[src/rtl/noc_pkg.sv]
// Shared mesh constants, flit layout and helpers for the 3x3 NoC core interface.
// Flits are indexed [0:PL-1]; a packed flit_t maps its first field onto bit 0.
package noc_pkg;

  localparam int PL   = 32;
  localparam int X    = 3;
  localparam int Y    = 3;
  localparam int IDW  = $clog2(X * Y);
  localparam int PAYW = PL - 1 - 2 * IDW;

  typedef struct packed {
    logic            valid;
    logic [IDW-1:0]  dest;
    logic [IDW-1:0]  src;
    logic [PAYW-1:0] payload;
  } flit_t;

  localparam int VALID_IDX = 0;
  localparam int DEST_LO   = 1;
  localparam int DEST_HI   = IDW;
  localparam int SRC_LO    = IDW + 1;
  localparam int SRC_HI    = 2 * IDW;
  localparam int PAY_LO    = 2 * IDW + 1;

  function automatic int node_id(input int row, input int col);
    return row * X + col;
  endfunction

endpackage

[src/rtl/flit_fifo.sv]
// Synchronous flit FIFO with extra-MSB pointers; head is read straight from storage.
// Push while full and pop while empty are ignored.
module flit_fifo #(
  parameter int WIDTH = 32,
  parameter int DEPTH = 4
) (
  input  logic             clk,
  input  logic             rst,
  input  logic             push,
  input  logic             pop,
  input  logic [0:WIDTH-1] din,
  output logic [0:WIDTH-1] dout,
  output logic             full,
  output logic             empty
);

  localparam int AW = $clog2(DEPTH);

  logic [AW:0]      wr_ptr;
  logic [AW:0]      rd_ptr;
  logic [0:WIDTH-1] mem [DEPTH];
  logic             do_push;
  logic             do_pop;

  assign do_push = push && !full;
  assign do_pop  = pop && !empty;

  always_ff @(posedge clk) begin
    if (rst) begin
      wr_ptr <= '0;
      rd_ptr <= '0;
    end else begin
      if (do_push) wr_ptr <= wr_ptr + 1'b1;
      if (do_pop)  rd_ptr <= rd_ptr + 1'b1;
    end
  end

  // Storage needs no reset: empty pointers hide stale entries.
  always_ff @(posedge clk) begin
    if (do_push) mem[wr_ptr[AW-1:0]] <= din;
  end

  assign full  = (wr_ptr[AW] != rd_ptr[AW]) && (wr_ptr[AW-1:0] == rd_ptr[AW-1:0]);
  assign empty = (wr_ptr == rd_ptr);
  assign dout  = mem[rd_ptr[AW-1:0]];

endmodule

[src/rtl/core_noc_iface.sv]
// Network interface between a core and its local router port: TX FIFO with source
// stamping, RX FIFO with destination filtering, and saturating traffic counters.
module core_noc_iface #(
  parameter int PL       = 32,
  parameter int NODE_ID  = 0,
  parameter int X        = 3,
  parameter int Y        = 3,
  parameter int TX_DEPTH = 4,
  parameter int RX_DEPTH = 2,
  parameter int CNT_W    = 16
) (
  input  logic             clk,
  input  logic             rst,
  input  logic [0:PL-1]    core_flit_i,
  output logic             core_stall_o,
  output logic [0:PL-1]    core_flit_o,
  input  logic             core_ack_i,
  output logic [0:PL-1]    noc_flit_o,
  input  logic             noc_ready_i,
  input  logic [0:PL-1]    noc_flit_i,
  output logic             noc_avail_o,
  output logic [CNT_W-1:0] tx_cnt_o,
  output logic [CNT_W-1:0] rx_cnt_o,
  output logic [CNT_W-1:0] drop_cnt_o
);

  import noc_pkg::*;

  localparam int              ID_W    = $clog2(X * Y);
  localparam int              STAMP_LO = DEST_LO + ID_W;
  localparam logic [ID_W-1:0] MY_ID   = ID_W'(NODE_ID);
  localparam logic [CNT_W-1:0] CNT_MAX = '1;

  logic [0:PL-1] tx_din;
  logic [0:PL-1] tx_dout;
  logic [0:PL-1] rx_dout;
  logic          tx_full, tx_empty, tx_push, tx_pop;
  logic          rx_full, rx_empty, rx_push, rx_pop;
  logic          rx_valid, rx_for_me, rx_drop;

  always_comb begin
    tx_din = core_flit_i;
    tx_din[STAMP_LO +: ID_W] = MY_ID;
  end

  assign tx_push = core_flit_i[VALID_IDX] && !tx_full;
  assign tx_pop  = !tx_empty && noc_ready_i;

  flit_fifo #(.WIDTH(PL), .DEPTH(TX_DEPTH)) u_tx_fifo (
    .clk   (clk),
    .rst   (rst),
    .push  (tx_push),
    .pop   (tx_pop),
    .din   (tx_din),
    .dout  (tx_dout),
    .full  (tx_full),
    .empty (tx_empty)
  );

  // A flit that is both misrouted and arriving while full is one drop, not two.
  assign rx_valid  = noc_flit_i[VALID_IDX];
  assign rx_for_me = (noc_flit_i[DEST_LO +: ID_W] == MY_ID);
  assign rx_push   = rx_valid && rx_for_me && !rx_full;
  assign rx_drop   = rx_valid && !rx_push;
  assign rx_pop    = core_ack_i && !rx_empty;

  flit_fifo #(.WIDTH(PL), .DEPTH(RX_DEPTH)) u_rx_fifo (
    .clk   (clk),
    .rst   (rst),
    .push  (rx_push),
    .pop   (rx_pop),
    .din   (noc_flit_i),
    .dout  (rx_dout),
    .full  (rx_full),
    .empty (rx_empty)
  );

  always_ff @(posedge clk) begin
    if (rst) begin
      tx_cnt_o   <= '0;
      rx_cnt_o   <= '0;
      drop_cnt_o <= '0;
    end else begin
      if (tx_pop && (tx_cnt_o != CNT_MAX))     tx_cnt_o   <= tx_cnt_o + 1'b1;
      if (rx_push && (rx_cnt_o != CNT_MAX))    rx_cnt_o   <= rx_cnt_o + 1'b1;
      if (rx_drop && (drop_cnt_o != CNT_MAX))  drop_cnt_o <= drop_cnt_o + 1'b1;
    end
  end

  assign core_stall_o = tx_full;
  assign noc_avail_o  = !rx_full;
  assign noc_flit_o   = tx_empty ? '0 : tx_dout;
  assign core_flit_o  = rx_empty ? '0 : rx_dout;

endmodule

[config.mk]
export PLATFORM = sky130hd
export DESIGN_NAME = core_noc_iface
export DESIGN_NICKNAME = d
export VERILOG_FILES = /design/src/rtl/noc_pkg.sv /design/src/rtl/flit_fifo.sv /design/src/rtl/core_noc_iface.sv
export SDC_FILE = /design/constraint.sdc
export NUM_CORES = 1
export LEC_CHECK = 0
export CORE_ASPECT_RATIO = 1.1
export CORE_MARGIN = 2
export CORE_UTILIZATION = 53
export DETAILED_ROUTE_END_ITERATION = 10
export MAX_ROUTING_LAYER = met4
export PLACE_DENSITY_LB_ADDON = 0.12
export SETUP_SLACK_MARGIN = 0.05
export SYNTH_ARGS = -nofsm -noshare
export SYNTH_HDL_FRONTEND = slang
export SYNTH_HIERARCHICAL = 1
export SYNTH_SLANG_ARGS = --single-unit
[constraint.sdc]
create_clock -name clk -period 4.55 [get_ports clk]
set_input_delay 0.91 -clock clk [delete_from_list [all_inputs] [get_ports clk]]
set_output_delay 0.91 -clock clk [all_outputs]
set_load 0.02 [all_outputs]
# ---- Yosys cells after proc, flatten, opt, wreduce, memory -nomap -nowiden
# Memories as Yosys holds them, arrays and structs flattened. A register that Yosys moved wholly into a read port is not among the register bits.
# Cells that the tools add are included.
dict set report op_classes {
  reduce_logical 21
  muxes 10
  n_div 0
  mul 0
  n_addsub 7
  magnitude_cmp 0
  shift 0
  n_eq_ne 9
  bitwise_logic 0
}
# operator count
set op_table {}
lappend op_table {{32-bit two-way mux} 2}
lappend op_table {{16-bit by 1-bit adder with 16-bit output (second input constant)} 3}
lappend op_table {{16-bit inequality test (second input constant)} 3}
lappend op_table {{1-bit logical AND} 15}
lappend op_table {{3-bit by 1-bit adder with 3-bit output (second input constant)} 2}
lappend op_table {{1-bit two-way mux} 6}
lappend op_table {{1-bit logical NOT} 5}
lappend op_table {{2-bit by 1-bit adder with 2-bit output (second input constant)} 2}
lappend op_table {{2-bit equality test} 2}
lappend op_table {{4-bit logical NOT} 1}
lappend op_table {{2-bit two-way mux} 2}
lappend op_table {{3-bit equality test} 1}
lappend op_table {{1-bit inequality test} 2}
lappend op_table {{1-bit equality test} 1}
dict set report word_totals {
  mem_count 2
  ramBits 176
  latch_bits 0
  word_cells 56
  out_inout_bits 114
  input_bits 68
  rom_bits 0
  regBits 58
}
# name depth word_bits read_ports rd_ports_with_merged_regs write_ports line
set mem_list {}
lappend mem_list {u_tx_fifo.mem 4 28 1 1 1 flit_fifo.sv:21} ;# logic [0:WIDTH-1] mem [DEPTH];
lappend mem_list {u_rx_fifo.mem 2 32 1 1 1 flit_fifo.sv:21}

# ---- Logic depth before layout (Yosys ltp)
dict set report logic_depth {
  word_depth 7
  mapped_depth 11
}

# ---- By module
# Netlist, hierarchy kept.
# module n_inst cells_per_inst area_per_inst_um2 seq_area_each_um2
set modules_own_cells {}
lappend modules_own_cells {{flit_fifo (u_tx_fifo)} 1 235 5177.5 4003.8}
lappend modules_own_cells {core_noc_iface 1 377 2976.6 960.9}
lappend modules_own_cells {{flit_fifo (u_rx_fifo)} 1 133 2585.0 2021.9}

# ---- Least setup slack after synthesis
# OpenSTA, ideal clock, no wires.
dict set report synth_timing {
  path_type {input port to flip-flop}
  from {input noc_flit_i[3] (netlist name)}
  to {memory u_rx_fifo/mem[1][0] (netlist name), enable pin}
  required_ps 4118
  cell_stages 6
  setup_slack_ps 645
  t_arrival_ps 3473
  setup_ps 432
  cell_sequence {nor4_1 -> nand2_1 -> clkbuf_1 -> inv_1 -> nand2_1 -> a21oi_1}
}
dict set report synth_between {
  elab_chain_len 6
}
# item line
set synth_rtl {}
lappend synth_rtl {{from (decl)} core_noc_iface.sv:20} ;# input logic [0:PL-1] noc_flit_i,
lappend synth_rtl {{4-bit logical NOT} core_noc_iface.sv:62} ;# assign rx_for_me = (noc_flit_i[DEST_LO +: ID_W] == MY_ID);
lappend synth_rtl {{1-bit logical AND (2 in a row)} core_noc_iface.sv:63} ;# assign rx_push = rx_valid && rx_for_me && !rx_full;
lappend synth_rtl {{via rx_push} core_noc_iface.sv:38} ;# logic rx_full, rx_empty, rx_push, rx_pop;
lappend synth_rtl {{1-bit logical AND} flit_fifo.sv:25} ;# assign do_push = push && !full;
lappend synth_rtl {{1-bit two-way mux} flit_fifo.sv:40} ;# if (do_push) mem[wr_ptr[AW-1:0]] <= din;
lappend synth_rtl {{1-bit two-way mux (not written as such)} flit_fifo.sv:40}
lappend synth_rtl {{to (decl)} flit_fifo.sv:21}
# The timed path passes the listed nets, and every way through them passes these cells.

# ---- Final worst setup path
dict set report layout_timing {
  from {register u_tx_fifo.rd_ptr[0]}
  to {output noc_flit_o[25] (netlist name)}
}
dict set report layout_between {
  elab_chain_len 2
}
# item line
set layout_rtl {}
lappend layout_rtl {{from (decl)} flit_fifo.sv:20} ;# logic [AW:0] rd_ptr;
lappend layout_rtl {{from (signal assigned)} flit_fifo.sv:34} ;# if (do_pop) rd_ptr <= rd_ptr + 1'b1;
lappend layout_rtl {{3-bit equality test} flit_fifo.sv:44} ;# assign empty = (wr_ptr == rd_ptr);
lappend layout_rtl {{via tx_empty} core_noc_iface.sv:37} ;# logic tx_full, tx_empty, tx_push, tx_pop;
lappend layout_rtl {{32-bit two-way mux} core_noc_iface.sv:92} ;# assign noc_flit_o = tx_empty ? '0 : tx_dout;
lappend layout_rtl {{to (decl)} core_noc_iface.sv:18} ;# output logic [0:PL-1] noc_flit_o,
# The timed path passes the listed nets, and every way through them passes these cells.

==> flow_metrics.tcl <==
set metrics [dict create \
    cts_sinks 253 \
    crit_arrival_ns 3.14 \
    rows 54 \
    clk_pin_slew_ns 0.06 \
    cts_setup_buffers 0 \
    period_needed_ns 4.05 \
    setup_tns_ns 0 \
    grtUsageMet2 0.357 \
    dpl-instance-area_um2 12800 \
    viasPerCell 5.63 \
    gr-max-usage-layer "met2" \
    use_met3 0.0373 \
    maxCapViolCount 0 \
    wl_per_cell_um 18.5 \
    path_class "reg2out" \
    drt_iter0_markers 363 \
    endpoint_kind "output port" \
    max_freq_ghz 0.247 \
    h-tree-depth 1 \
    synth_top_area_frac 0.537 \
    final_cell_area_um2 13700 \
    hold_viol 0 \
    worstMarginPinSlew_ns 0.935 \
    synth_warnings 6 \
    synth_area_per_cell_um2 14.4 \
    drc_errors 0 \
    drt_first_pass_iters 7 \
    clock_path_buffers 3 \
    yosysSeqAreaShare 0.651 \
    io_pins 182 \
    p_per_area_nw_per_um2 461 \
    ys_ff_latch 253 \
    synth-edff-count 192 \
    synth_common_cells "edfxtp_1 (192), nor2b_1 (77), dfxtp_1 (61)" \
    numCtsBuffers 26 \
    yosysMostFrequentCell "edfxtp_1" \
    period_share 0.890 \
    clock_tree.root_cell "clkbuf_16" \
    relSlewSlack 0.376 \
    syn_inst 745 \
    drt_wl_total_mm 22.4 \
    cts_tree "done" \
    holdCritPathClass "reg2reg" \
    synthDistinctLibCells 59 \
    die_x_um 140 \
    fin_nets 1019 \
    grt_usage 0.208 \
    ys.flop_type "edfxtp_1" \
    ys_async_sr_fraction 0 \
    vias 6832 \
    slew_violations 0 \
    met1_usage 0.259 \
    antenna_found_initial 0 \
    grt_overflow 0 \
    areaGrowthSynthToFinish_pct 27.4 \
    crit_required_ns 3.64 \
    diodes 0 \
    irDropWorstVdd_mv 0.351 \
    numPortBuffers 177 \
    grt_pass1_wl_mm 35.2 \
    synth_area_um2 10700 \
    holdBufCountCts 0 \
    grt_pass1_vias 6866 \
    detail-route-antenna-nets 0 \
    setup_viol 0 \
    grt_max_degree 54 \
    dp_hpwl_mm 14.4 \
    die_y_um 153 \
    fin_skew_ns 0.0119 \
    initial_core_util 0.541 \
    synth.area.top_cells "edfxtp_1 (54%), dfxtp_1 (11%), mux4_2 (6.7%)" \
    die-area_um2 21400 \
    cts_resized 0 \
    power_leakage_uw 0.00444 \
    outcome "finished, final reports clean" \
    drive_gt1_frac 0.148 \
    worst_setup_path_start_kind "flop" \
    core_um2 19900 \
    clock_latency_ns 0.52 \
    cp_max_fo 32 \
    yosys.area.top_type "edfxtp_1" \
    finalWeightedCongestion 0.864 \
    rsz0062_at_grt "no" \
]
stage by stage:
stage | total power [µW] | std cells | hold WS [ns] | setup slack (ns) | utilization
6_report | 6310 | 1213 | 0.498 | 0.501 | 0.689
5_1_grt | 6590 | 1213 | 0.519 | 0.295 | 0.689
4_1_cts | 6400 | 1213 | 0.505 | 0.481 | 0.689
3_5_place_dp | 4300 | 1167 | 0.494 | 1.05 | 0.647
3_3_place_gp | 4260 | 1167 | 0.474 | 1.13 | 0.647
2_1_floorplan | 3660 | 760 | 0.494 | 0.645 | -
sequential cells by signal, indices dropped and copies added (netlist names), named ones only:
signal            cells
drop_cnt_o           16
rx_cnt_o             16
tx_cnt_o             16
u_rx_fifo/mem        64
u_rx_fifo/rd_ptr      2
u_rx_fifo/wr_ptr      2
u_tx_fifo/mem       128
u_tx_fifo/rd_ptr      3
u_tx_fifo/wr_ptr      3
critical path, cell delays in order, from the launching register on:
cell and delay, ns:
dfxtp_1 0.38, xnor2_1 0.64, nand2_1 0.31, nor2_2 0.20
buf_4 0.38, nor2b_1 0.13, clkdlybuf4s50_1 0.56
cell families (layout without fill, tap and decap cells):
family          count (synthesis)  after routing  share of synthesized area
flops                         253            253                      0.651
simple gates                  249            249                      0.136
compound gates                 95             95                     0.0573
mux                            78             78                      0.115
buf+inv                        50            251                     0.0219
xor+xnor                       11             11                    0.00967
fa+ha+maj                       8              8                    0.00932
other cells                     1             16                   0.000349
cell type report:
cell class / instances / area, µm²
Sequential cell: 253 / 6990
Timing Repair Buffer: 191 / 1870
Inverter: 14 / 52.6
Fill cell: 1365 / 6180
Tap cell: 252 / 315
Clock inverter: 15 / 155
Multi-Input combinational cell: 457 / 3610
Clock buffer: 31 / 689
cells in the final DEF (no fill, tap or decap), types with 6 or more instances in the layout:
master           Yosys  final
inv_1               14     14
nand3_1             19     19
or4_1               16     16
clkbuf_16            0     26
o211ai_1             7      7
buf_4                0     14
and4_1               6      6
o31ai_1             14     14
conb_1               1     16
nand2_1             27     27
xor2_1               7      7
ha_1                 8      8
nand4_1             15     15
edfxtp_1           192    192
nor2b_1             77     77
mux4_2              32     32
or3_1               12     12
nor2_1              28     26
and3_1               8      8
a21oi_1             32     31
dfxtp_1             61     60
o21ai_0             18     18
nor4_1              12     12
mux2_2              40     40
clkdlybuf4s50_1      0    176
clkinv_2             0      6
where the power goes:
group          switching [µW]  internal, µW
combinational             800           657
sequential               82.1          2700
clock                     829          1250
total                    1710          4600
layer usage:
metal | routed length, µm | up-vias
li1 | - | 3265
met1 | 9280 | 3353
met2 | 11500 | 190
met3 | 1210 | 24
met4 | 410 | 0
met5 | 0 | -
final timing paths:
path | cells after the start | from | to | slack [ns]
max reg2reg | 8 | u_rx_fifo/rd_ptr[0] | u_rx_fifo/mem[1][19] | 1.42
min reg2reg | 2 | rx_cnt_o[1] | rx_cnt_o[1] | 0.50
min | 2 | rx_cnt_o[1] | rx_cnt_o[1] | 0.50
max | 6 | u_tx_fifo/rd_ptr[0] | noc_flit_o[25] | 0.50
Power figures use the tool's default switching activity.
